===== config.mk =====
export PLATFORM = sky130hd
export DESIGN_NAME = display_scan_sched
export DESIGN_NICKNAME = d
export VERILOG_FILES = /design/src/rtl/scan_pkg.sv /design/src/rtl/scan_tick_cnt.sv /design/src/rtl/display_scan_sched.sv
export SDC_FILE = /design/constraint.sdc
export NUM_CORES = 1
export LEC_CHECK = 0
export CAP_MARGIN = 15
export CORE_UTILIZATION = 45
export DETAILED_ROUTE_END_ITERATION = 16
export PLACE_DENSITY = 0.66
export SKIP_CTS_REPAIR_TIMING = 1
export SYNTH_ARGS = -nofsm -noshare
export SYNTH_HDL_FRONTEND = slang
export SYNTH_SLANG_ARGS = --single-unit

===== constraint.sdc =====
create_clock -name clk -period 2.8 [get_ports clk]
set_input_delay 0.56 -clock clk [delete_from_list [all_inputs] [get_ports clk]]
set_output_delay 0.56 -clock clk [all_outputs]
set_load 0.03 [all_outputs]

===== src/rtl/scan_pkg.sv =====
// Purpose: shared constants, state encoding and digit-search helper for the display scan sequencer.
// Latency: n/a (declarations only).
// Backpressure: n/a.
package scan_pkg;

    localparam int NUM_DIGITS = 4;
    localparam int BCD_W      = 4;
    localparam int IDX_W      = 2;

    // All digit selects released (select lines are active-low).
    localparam logic [NUM_DIGITS-1:0] CTL_OFF = 4'b1111;

    typedef enum logic [1:0] {
        IDLE  = 2'd0,
        BLANK = 2'd1,
        DRIVE = 2'd2
    } scan_state_t;

    // Next enabled digit strictly after cur, searching circularly.
    // If cur is the only enabled digit the search wraps back onto cur.
    // Passing cur = 3 yields the lowest enabled digit.
    function automatic logic [IDX_W-1:0] next_en_idx(
        input logic [NUM_DIGITS-1:0] mask,
        input logic [IDX_W-1:0]      cur
    );
        logic [IDX_W-1:0] res;
        logic [IDX_W-1:0] c;
        logic             found;
        res   = cur;
        found = 1'b0;
        for (int i = 1; i <= NUM_DIGITS; i++) begin
            c = cur + IDX_W'(i);
            if (!found && mask[c]) begin
                res   = c;
                found = 1'b1;
            end
        end
        return res;
    endfunction

    // Active-low one-cold select code for a digit index.
    function automatic logic [NUM_DIGITS-1:0] drive_code(input logic [IDX_W-1:0] idx);
        return ~(NUM_DIGITS'(1) << idx);
    endfunction

endpackage


===== src/rtl/scan_tick_cnt.sv =====
// Purpose: terminal-count slot timer; counts while enabled and wraps to zero at the terminal value.
// Latency: tc is combinational from the current count; count updates on the next edge.
// Backpressure: none; clr has priority over counting.
// Ports: clk/rst (sync, active-high), clr (force zero), en (count), term (terminal value),
//        tc (high while enabled and count == term).
module scan_tick_cnt #(
    parameter int CW = 2
) (
    input  logic          clk,
    input  logic          rst,
    input  logic          clr,
    input  logic          en,
    input  logic [CW-1:0] term,
    output logic          tc
);

    logic [CW-1:0] cnt;

    assign tc = en && (cnt == term);

    // Wrap happens only through the terminal compare, never by overflow.
    always_ff @(posedge clk) begin
        if (rst || clr) begin
            cnt <= '0;
        end else if (en) begin
            cnt <= tc ? '0 : cnt + CW'(1);
        end
    end

endmodule


===== src/rtl/display_scan_sched.sv =====
// Purpose: 4-digit seven-segment scan sequencer: blank slots between digit drives, skips disabled
//          digits, latches the displayed value once per frame. Optional macro SCAN_LZB_EN adds
//          leading-zero blanking.
// Latency: all outputs registered; one clk from a decision to its effect on ctl/out/frame_start.
// Backpressure: none; en=0 aborts to IDLE on the next edge, digit_en is sampled at slot decisions.
// Ports: clk, rst (sync active-high), en, digit_en[3:0], bcd_in[15:0] (nibble i = digit i),
//        ctl[3:0] (active-low digit select), out[3:0] (BCD of driven digit), frame_start (pulse).
module display_scan_sched
    import scan_pkg::*;
#(
    parameter int SCAN_DIV  = 50000,
    parameter int BLANK_CYC = 16
) (
    input  logic        clk,
    input  logic        rst,
    input  logic        en,
    input  logic [3:0]  digit_en,
    input  logic [15:0] bcd_in,
    output logic [3:0]  ctl,
    output logic [3:0]  out,
    output logic        frame_start
);

    localparam int MAX_CYC = (SCAN_DIV > BLANK_CYC) ? SCAN_DIV : BLANK_CYC;
    localparam int CW      = $clog2((MAX_CYC < 2) ? 2 : MAX_CYC);
    localparam logic [CW-1:0] SCAN_TERM  = CW'(SCAN_DIV - 1);
    localparam logic [CW-1:0] BLANK_TERM = (BLANK_CYC > 0) ? CW'(BLANK_CYC - 1) : '0;
    localparam bit            HAS_BLANK  = (BLANK_CYC > 0);

    scan_state_t      state;
    logic [IDX_W-1:0] idx;
    logic [IDX_W-1:0] prev_idx;   // last digit actually driven
    logic             first_drv;  // next DRIVE is the first since IDLE
    logic [15:0]      shadow;

    logic             tc;
    logic             cnt_clr;
    logic             cnt_en;
    logic [CW-1:0]    cnt_term;

    logic [IDX_W-1:0] first_idx;
    logic [IDX_W-1:0] nxt_idx;
    logic             go_drive;
    logic [IDX_W-1:0] drv_idx;
    logic             new_frame;
    logic [15:0]      shadow_nxt;
    logic [3:0]       drv_nib;
    logic [3:0]       drv_ctl;

    // One shared timer; its terminal value follows the slot type.
    assign cnt_term = (state == DRIVE) ? SCAN_TERM : BLANK_TERM;
    assign cnt_en   = (state != IDLE);
    assign cnt_clr  = (state == IDLE) || !en || ((state == DRIVE) && tc && (digit_en == 4'd0));

    scan_tick_cnt #(.CW(CW)) u_tick (
        .clk  (clk),
        .rst  (rst),
        .clr  (cnt_clr),
        .en   (cnt_en),
        .term (cnt_term),
        .tc   (tc)
    );

    assign first_idx = next_en_idx(digit_en, IDX_W'(3));
    assign nxt_idx   = next_en_idx(digit_en, idx);

    // Entry into a DRIVE slot on this edge, which digit it drives, and whether it opens a frame.
    always_comb begin
        go_drive  = 1'b0;
        drv_idx   = idx;
        new_frame = 1'b0;
        case (state)
            IDLE: begin
                drv_idx   = first_idx;
                new_frame = 1'b1;
                go_drive  = !HAS_BLANK && en && (digit_en != 4'd0);
            end
            BLANK: begin
                drv_idx   = idx;
                new_frame = first_drv || (idx <= prev_idx);
                go_drive  = en && tc;
            end
            DRIVE: begin
                drv_idx   = nxt_idx;
                new_frame = (nxt_idx <= idx);
                go_drive  = !HAS_BLANK && en && tc && (digit_en != 4'd0);
            end
            default: ;
        endcase
    end

    // A frame-opening slot shows bcd_in directly while it is being captured.
    assign shadow_nxt = new_frame ? bcd_in : shadow;
    assign drv_nib    = shadow_nxt[{drv_idx, 2'b00} +: 4];

`ifdef SCAN_LZB_EN
    logic lead_zero;
    assign lead_zero = ((shadow_nxt >> {drv_idx, 2'b00}) == 16'd0);
    assign drv_ctl   = ((drv_idx != '0) && lead_zero) ? CTL_OFF : drive_code(drv_idx);
`else
    assign drv_ctl   = drive_code(drv_idx);
`endif

    always_ff @(posedge clk) begin
        if (rst) begin
            state       <= IDLE;
            ctl         <= CTL_OFF;
            out         <= '0;
            frame_start <= 1'b0;
            idx         <= '0;
            prev_idx    <= '0;
            first_drv   <= 1'b0;
            shadow      <= '0;
        end else begin
            frame_start <= 1'b0;
            if ((state != IDLE) && !en) begin
                state <= IDLE;
                ctl   <= CTL_OFF;
                out   <= '0;
            end else if (go_drive) begin
                state       <= DRIVE;
                idx         <= drv_idx;
                prev_idx    <= drv_idx;
                first_drv   <= 1'b0;
                frame_start <= new_frame;
                if (new_frame) begin
                    shadow <= bcd_in;
                end
                ctl <= drv_ctl;
                out <= drv_nib;
            end else begin
                case (state)
                    IDLE: begin
                        ctl <= CTL_OFF;
                        out <= '0;
                        if (en && (digit_en != 4'd0)) begin
                            state     <= BLANK;
                            idx       <= first_idx;
                            first_drv <= 1'b1;
                        end
                    end
                    BLANK: ;
                    DRIVE: begin
                        if (tc) begin
                            ctl <= CTL_OFF;
                            out <= '0;
                            if (digit_en == 4'd0) begin
                                state <= IDLE;
                            end else begin
                                state <= BLANK;
                                idx   <= nxt_idx;
                            end
                        end
                    end
                    default: begin
                        state <= IDLE;
                        ctl   <= CTL_OFF;
                        out   <= '0;
                    end
                endcase
            end
        end
    end

endmodule


---- Yosys cells after proc, flatten, opt, wreduce, memory -nomap -nowiden ----
Cells that the tools add are included.
cells by class
  add/sub/neg operators ................... 4
  $lt $le $gt $ge ......................... 6
  eq/ne operators ......................... 9
  shifts and indexed selects .............. 2
  multiplexer cells ....................... 47
  bitwise gates (word level) .............. 4
  reduce and logical (&&, ||, !) cells .... 39
operator list
  cell                                                                   number
  16-bit two-way mux                                                     3
  2-bit two-way mux                                                      15
  16-bit by 1-bit adder with 16-bit output (second input constant)       1
  16-bit == test                                                         1
  4-bit two-way mux                                                      4
  4-bit one-hot mux with 2 select lines                                  2
  16-bit by 5-bit variable part select with 4-bit output                 1
  1-bit two-way mux                                                      15
  1-bit logical AND                                                      12
  2-bit by 3-bit < comparator with 1-bit output (second input constant)  4
  3-bit AND reduction                                                    3
  1-bit binary-select mux with 2-bit select                              4
  2-bit one-hot mux with 2 select lines                                  2
  1-bit logical NOT                                                      7
  3-bit != test (second input constant)                                  2
  2-bit one-hot mux with 3 select lines                                  1
  2-bit nonzero test                                                     3
  3-bit OR reduction                                                     2
  5-bit AND reduction                                                    1
  2-bit adder (second input constant)                                    2
  2-bit less-or-equal comparator                                         2
  4-bit logical NOT                                                      1
  1-bit logical OR                                                       4
  2-bit != test (second input constant)                                  2
  other kinds (14)                                                       17
word-level totals
  flip-flop bits (word level) ............. 48
  bits of input ports ..................... 23
  output and inout port bits .............. 9
  word-level logic and storage cells ...... 121

---- Logic depth before layout (Yosys ltp) ----
Gate-level depths: netlist of run 1.
  word-level depth ........................ 18
  depth in mapped cells ................... 12
  mapped depth without buffers ............ 10

---- Modules after synthesis ----
Synthesis of run 1 repeated with hierarchy kept, for this count alone.
unflattened totals
  cells, all modules ...................... 343
  area, all modules ....................... 2822.7 µm²
by module, submodules not included
  module              times used  cells each  area an instance (µm²)  sequential area each (µm²)
  display_scan_sched  1           230         1794.2                  640.6
  scan_tick_cnt       1           113         1028.5                  320.3

---- Least setup slack after synthesis of run 1 ----
No wires, ideal clock.
  path type ............................... in2reg
  start ................................... input digit_en[0]
  end ..................................... register out[2]
  arrival time ............................ 2.884 ns
  required time ........................... 2.683 ns
  slack ................................... -0.202 ns
  stages .................................. 12
  path buffers ............................ 2
  path through ............................ clkbuf_1 -> o21ai_0 -> a21oi_1 -> nor2_1 -> ha_1 -> nor2b_1 -> o211ai_1 -> nand3_1 -> buf_2 -> a221oi_1 -> o21ai_1 -> a32o_1
between the ends
  cells in the longest elaborated chain, start to end .. 17
  elaborated cells between the ends (all ways) .. 40
ends and longest elaborated chain
  element                                                     line                       RTL
  from (decl)                                                 display_scan_sched.sv:17   input logic [3:0] digit_en,
  1-bit binary-select mux with 2-bit select                   scan_pkg.sv:33             if (!found && mask[c]) begin
  1-bit two-way mux (implied by the code)                     scan_pkg.sv:33
  1-bit two-way mux                                           scan_pkg.sv:33
  1-bit logical NOT                                           scan_pkg.sv:33
  1-bit logical AND                                           scan_pkg.sv:33
  1-bit two-way mux                                           scan_pkg.sv:33
  1-bit logical NOT                                           scan_pkg.sv:33
  1-bit logical AND                                           scan_pkg.sv:33
  1-bit two-way mux                                           scan_pkg.sv:33
  1-bit logical NOT                                           scan_pkg.sv:33
  1-bit logical AND                                           scan_pkg.sv:33
  2-bit two-way mux                                           scan_pkg.sv:33
  2-bit less-or-equal comparator                              display_scan_sched.sv:85   new_frame = (nxt_idx <= idx);
  1-bit one-hot mux with 3 select lines                       display_scan_sched.sv:72   case (state)
  16-bit two-way mux                                          n/a
  16-bit by 5-bit variable part select with 4-bit output (*)  display_scan_sched.sv:94   assign drv_nib = shadow_nxt[{drv_idx, 2'b00} +: 4];
  4-bit two-way mux (*)                                       display_scan_sched.sv:120  end else if (go_drive) begin
  to (signal assigned)                                        display_scan_sched.sv:130  out <= drv_nib;
  to (decl)                                                   display_scan_sched.sv:20   output logic [3:0] out,
Every way passes the cells marked *; elsewhere a longest branch is shown, timed or not. The select of a mux whose other input is x is not followed.
A chain may end at the register's enable or synchronous reset.

---- Worst setup path in the final report of run 1 ----
  start ................................... register idx[0]
  end ..................................... register out[1]
between the ends
  cells in the longest elaborated chain, start to end .. 18
  elaborated cells between the ends (all ways) .. 32
ends and longest elaborated chain
  element                                                     line                       RTL
  from (decl)                                                 display_scan_sched.sv:31   logic [IDX_W-1:0] idx;
  from (signal assigned)                                      display_scan_sched.sv:122  idx <= drv_idx;
  from (signal assigned)                                      display_scan_sched.sv:138  idx <= first_idx;
  from (signal assigned)                                      display_scan_sched.sv:151  idx <= nxt_idx;
  2-bit by 1-bit adder with 2-bit output                      scan_pkg.sv:32             c = cur + IDX_W'(i);
  1-bit binary-select mux with 2-bit select                   scan_pkg.sv:33
  1-bit two-way mux (implied by the code)                     scan_pkg.sv:33
  1-bit two-way mux                                           scan_pkg.sv:33
  1-bit logical NOT                                           scan_pkg.sv:33
  1-bit logical AND                                           scan_pkg.sv:33
  1-bit two-way mux                                           scan_pkg.sv:33
  1-bit logical NOT                                           scan_pkg.sv:33
  (+2 left out)                                               n/a
  1-bit logical NOT                                           scan_pkg.sv:33
  1-bit logical AND                                           scan_pkg.sv:33
  2-bit two-way mux                                           scan_pkg.sv:33
  2-bit less-or-equal comparator                              display_scan_sched.sv:85
  1-bit one-hot mux with 3 select lines                       display_scan_sched.sv:72
  16-bit two-way mux                                          n/a
  16-bit by 5-bit variable part select with 4-bit output (*)  display_scan_sched.sv:94
  4-bit two-way mux (*)                                       display_scan_sched.sv:120
Marks and branches as above.

==> flow_metrics.env, run 1 <==
export IMPL_synth_largest_area_cell="dfxtp_1"
export IMPL_fmax_mhz=377
export IMPL_min_period_ns=2.65
export IMPL_gr_usage_met2_pct=32.9
export IMPL_routedWlPerCell_um=14.9
export IMPL_vias=2385
export IMPL_arrival_ns=2.85
export IMPL_ir_worst_vdd_uv=282
export IMPL_cp_required_ns=3.00
export IMPL_drt_total_wl_um=6310
export IMPL_dp_cells=414
export IMPL_clkPwrFrac_pct=36.2
export IMPL_reg2regPathDepth=11
export IMPL_crit_type="flop to flop"
export IMPL_max_slew_margin_pct=54.8
export IMPL_critPathMaxStageDelay_ns=0.44
export IMPL_grt_met1_usage_pct=29.1
export IMPL_tightest_slew_ns=0.673
export IMPL_synth_most_common_cell="nor2_1"
export IMPL_hpwl_um=4540
export IMPL_first_iter_violations=119
export IMPL_crit_path_start_kind="flop"
export IMPL_area_growth_pct=26.1
export IMPL_viasPerCell=5.63
export IMPL_syn_area_per_cell_um2=8.53
export IMPL_critical_path_max_fanout=6
export IMPL_root_buffer="clkbuf_8"
export IMPL_synth_cell_type_count=55
export IMPL_rr_endpoint="out[1]"
export IMPL_slowest_stage="dfxtp_1"
export IMPL_nNetsFinal=379
export IMPL_worstHoldPathCells=2
export IMPL_drt_pass1_iter_count=4
export IMPL_holdCritPathClass="flop to flop"
export IMPL_synthArstFlopShare_pct=0
export IMPL_io_pins=32
export IMPL_grt_max_degree=21
export IMPL_tns_ns=0
export IMPL_finClkSkew_ns=0.00821
export IMPL_r2r_start="idx[0]"
export IMPL_synth_commonest_cells="nor2_1 (49), dfxtp_1 (48), mux2i_1 (21), nand2_1 (19), a21oi_1 (16)"
export IMPL_maxCapViolCount=0
export IMPL_antenna_found_initial=0
export IMPL_core_um2=5570
export IMPL_fp_dieArea_um2=6130
export IMPL_hold_end="prev_idx[0]"
export IMPL_grt_pass1_vias=2089
export IMPL_r2r_setup_slack_ns=0.15
export IMPL_synth_edff_count=0
export IMPL_overflow=0
export IMPL_status="finished clean"
export IMPL_grt_total_usage_pct=20.9
export IMPL_initial_core_util_pct=47.0
export IMPL_synth_area_leaders="dfxtp_1 (37%), mux2i_1 (8.0%), nor2_1 (7.0%)"
export IMPL_row_count=27
export IMPL_antennaDiodeCount=0
export IMPL_synth_main_ff_cell="dfxtp_1"
export IMPL_busiest_layer="met2"
export IMPL_use_met3_pct=3.49
export IMPL_cp_end_kind="flop"
export IMPL_p_leak_nw=1.34
export IMPL_cts_tree="yes"
export IMPL_hold_ws_ns=0.465
export IMPL_swShare_pct=24.4
export IMPL_p_per_area_nw_per_um2=419
export IMPL_critPathTopFamily="compound AO/OA/AOI/OAI gates"
export IMPL_worst_path_buf_inv=2
export IMPL_post_route_util_pct=59.3
export IMPL_min_delay_start="prev_idx[0]"
export IMPL_drcViolationCount=0
export IMPL_synth_seq_cells=48
export IMPL_setup_viol=0
export IMPL_path_clk_slew_ns=0.09
export IMPL_syn_num_nets=335
export IMPL_cts_sinks=48
export IMPL_finalHoldViolCount=0
export IMPL_finalInstanceArea_um2=3300
export IMPL_drive_above_1_share_pct=13.9
export IMPL_cts_inserted_buffers=5
export IMPL_yosysTopAreaCellShare_pct=36.7
export IMPL_p_seq_share_pct=50.1
export IMPL_synth_area_um2=2620
export IMPL_fp_dieH_um=78.3
export IMPL_dieWidth_um=78.3
export IMPL_switchingPower_w=0.000337
export IMPL_port_buffers=31
export IMPL_placed_area_um2=3100
export IMPL_fin_crit_sh_pct=94.7
export IMPL_path_cells="inv_1 -> a31o_2 -> nor2_2 -> ha_1 -> nor2b_1 -> o211ai_1 -> nand3_2 -> clkbuf_16 -> a221oi_2 -> o21ai_0 -> a31o_1"
export IMPL_drt_antenna_violating_nets=0
export IMPL_worstSkewPairLatency_ns=0.30
export IMPL_p_int_w=0.00105
export IMPL_htreeDepth=2
export IMPL_drv_slew=0
export IMPL_pwr_share_comb_pct=13.7
export IMPL_gp_congestion=0.791
export IMPL_yosysSeqAreaShare_pct=36.7
export IMPL_grt_first_pass_wirelength_um=10100
export IMPL_synthCells=307
export IMPL_clock_path_buffers=2
export IMPL_final_cells=424
export IMPL_yosys_warnings=0
## routing by layer
layer,up-vias,wire (um)
met5,-,0
met4,0,82
met3,9,243
met2,52,2920
met1,1127,3070
li1,1197,-
## flip-flops by register name, summed over array words and instances, names as in the netlist
name	cells
ctl	4
first_drv	1
frame_start	1
idx	2
out	4
prev_idx	2
shadow	16
state	2
u_tick.cnt	16
## worst reg2reg max path: stages (launching register included)
cell and delay [ns]:
dfxtp_1 0.44, inv_1 0.14, a31o_2 0.23, nor2_2 0.08
ha_1 0.24, nor2b_1 0.13, o211ai_1 0.25, nand3_2 0.23
clkbuf_16 0.24, a221oi_2 0.26, o21ai_0 0.11, a31o_1 0.19
## power groups by stage
stage,combinational [W],clock [W],sequential [W]
floorplan,0.000104,0,0.000706
global placement,0.000177,0,0.000709
detailed placement,0.000178,0,0.000709
CTS,0.000179,0.000514,0.000693
global route,0.000207,0.000542,0.000695
finish,0.000190,0.000501,0.000693
## kinds of logic after synthesis
group | Yosys count | share of synthesized area [%]
flip-flops | 48 | 36.7
AND/OR/NAND/NOR | 125 | 24.5
multiplexers | 22 | 8.45
adder cells (fa/ha/maj) | 5 | 2.39
XOR/XNOR | 12 | 4.01
buffers and inverters | 23 | 4.01
AO/OA/AOI/OAI | 72 | 19.9
## worst max path at each step
stage / startpoint / to / slack (ns) / depth (start not counted)
global placement: digit_en[3] / out[2] / -0.34 / 12
finish: idx[0] / out[1] / 0.15 / 11
CTS: digit_en[3] / out[1] / -0.09 / 12
floorplan: digit_en[0] / out[2] / 0.002 / 12
global route: idx[0] / out[1] / -0.04 / 11
detailed placement: digit_en[3] / out[2] / -0.40 / 12
## metrics by stage
step                      power (W)  worst slack [ns]
after floorplan            0.000811           0.00216
after global placement     0.000886            -0.340
after detailed placement   0.000887            -0.402
after CTS                   0.00139           -0.0883
after global routing        0.00144           -0.0419
final                       0.00138             0.148
## layout by cell type (no fill, tap or decap), types with 3 or more instances in the layout
cell type and n:
nor2_1 48, dfxtp_1 47, clkdlybuf4s50_1 27, mux2i_1 21, nand2_1 19, buf_4 16
a21oi_1 15, o21ai_0 12, and3_1 11, xor2_1 11, inv_1 9, nor2b_1 6
a221oi_2 6, nand4_1 6, nand3_1 6, nor3_1 5, ha_1 5, clkbuf_8 5
or3_1 4, a211oi_1 4, a31oi_1 4, dlymetal6s2s_1 4, nand2b_1 3, o21ai_1 3
a21o_1 3, a221oi_1 3, and2_1 3, a211o_1 3
## final cells by class
| type | instances | area, um^2 |
|---|---|---|
| Inverter | 10 | 37.5 |
| Timing Repair Buffer | 50 | 510 |
| Multi-Input combinational cell | 236 | 1600 |
| Clock buffer | 6 | 72.6 |
| Clock inverter | 2 | 35.0 |
| Sequential cell | 48 | 962 |
| Tap cell | 72 | 90.1 |
| Fill cell | 546 | 2270 |
Note: power is estimated with default switching activity, not from simulation.
==> run 2: changes to the inputs <==
Settings changed: GPL_TIMING_DRIVEN from default to 1, SKIP_LAST_GASP from default to 1.
==> results of run 2 <==
The final DEF is identical to that of run 1; final timing and power are the same.
==> run 3: changes to the inputs <==
Settings changed: CAP_MARGIN 15 to 10, CTS_CLUSTER_DIAMETER from default to 120.
==> results of run 3 <==
The final DEF is identical to that of run 1; final timing and power are the same.
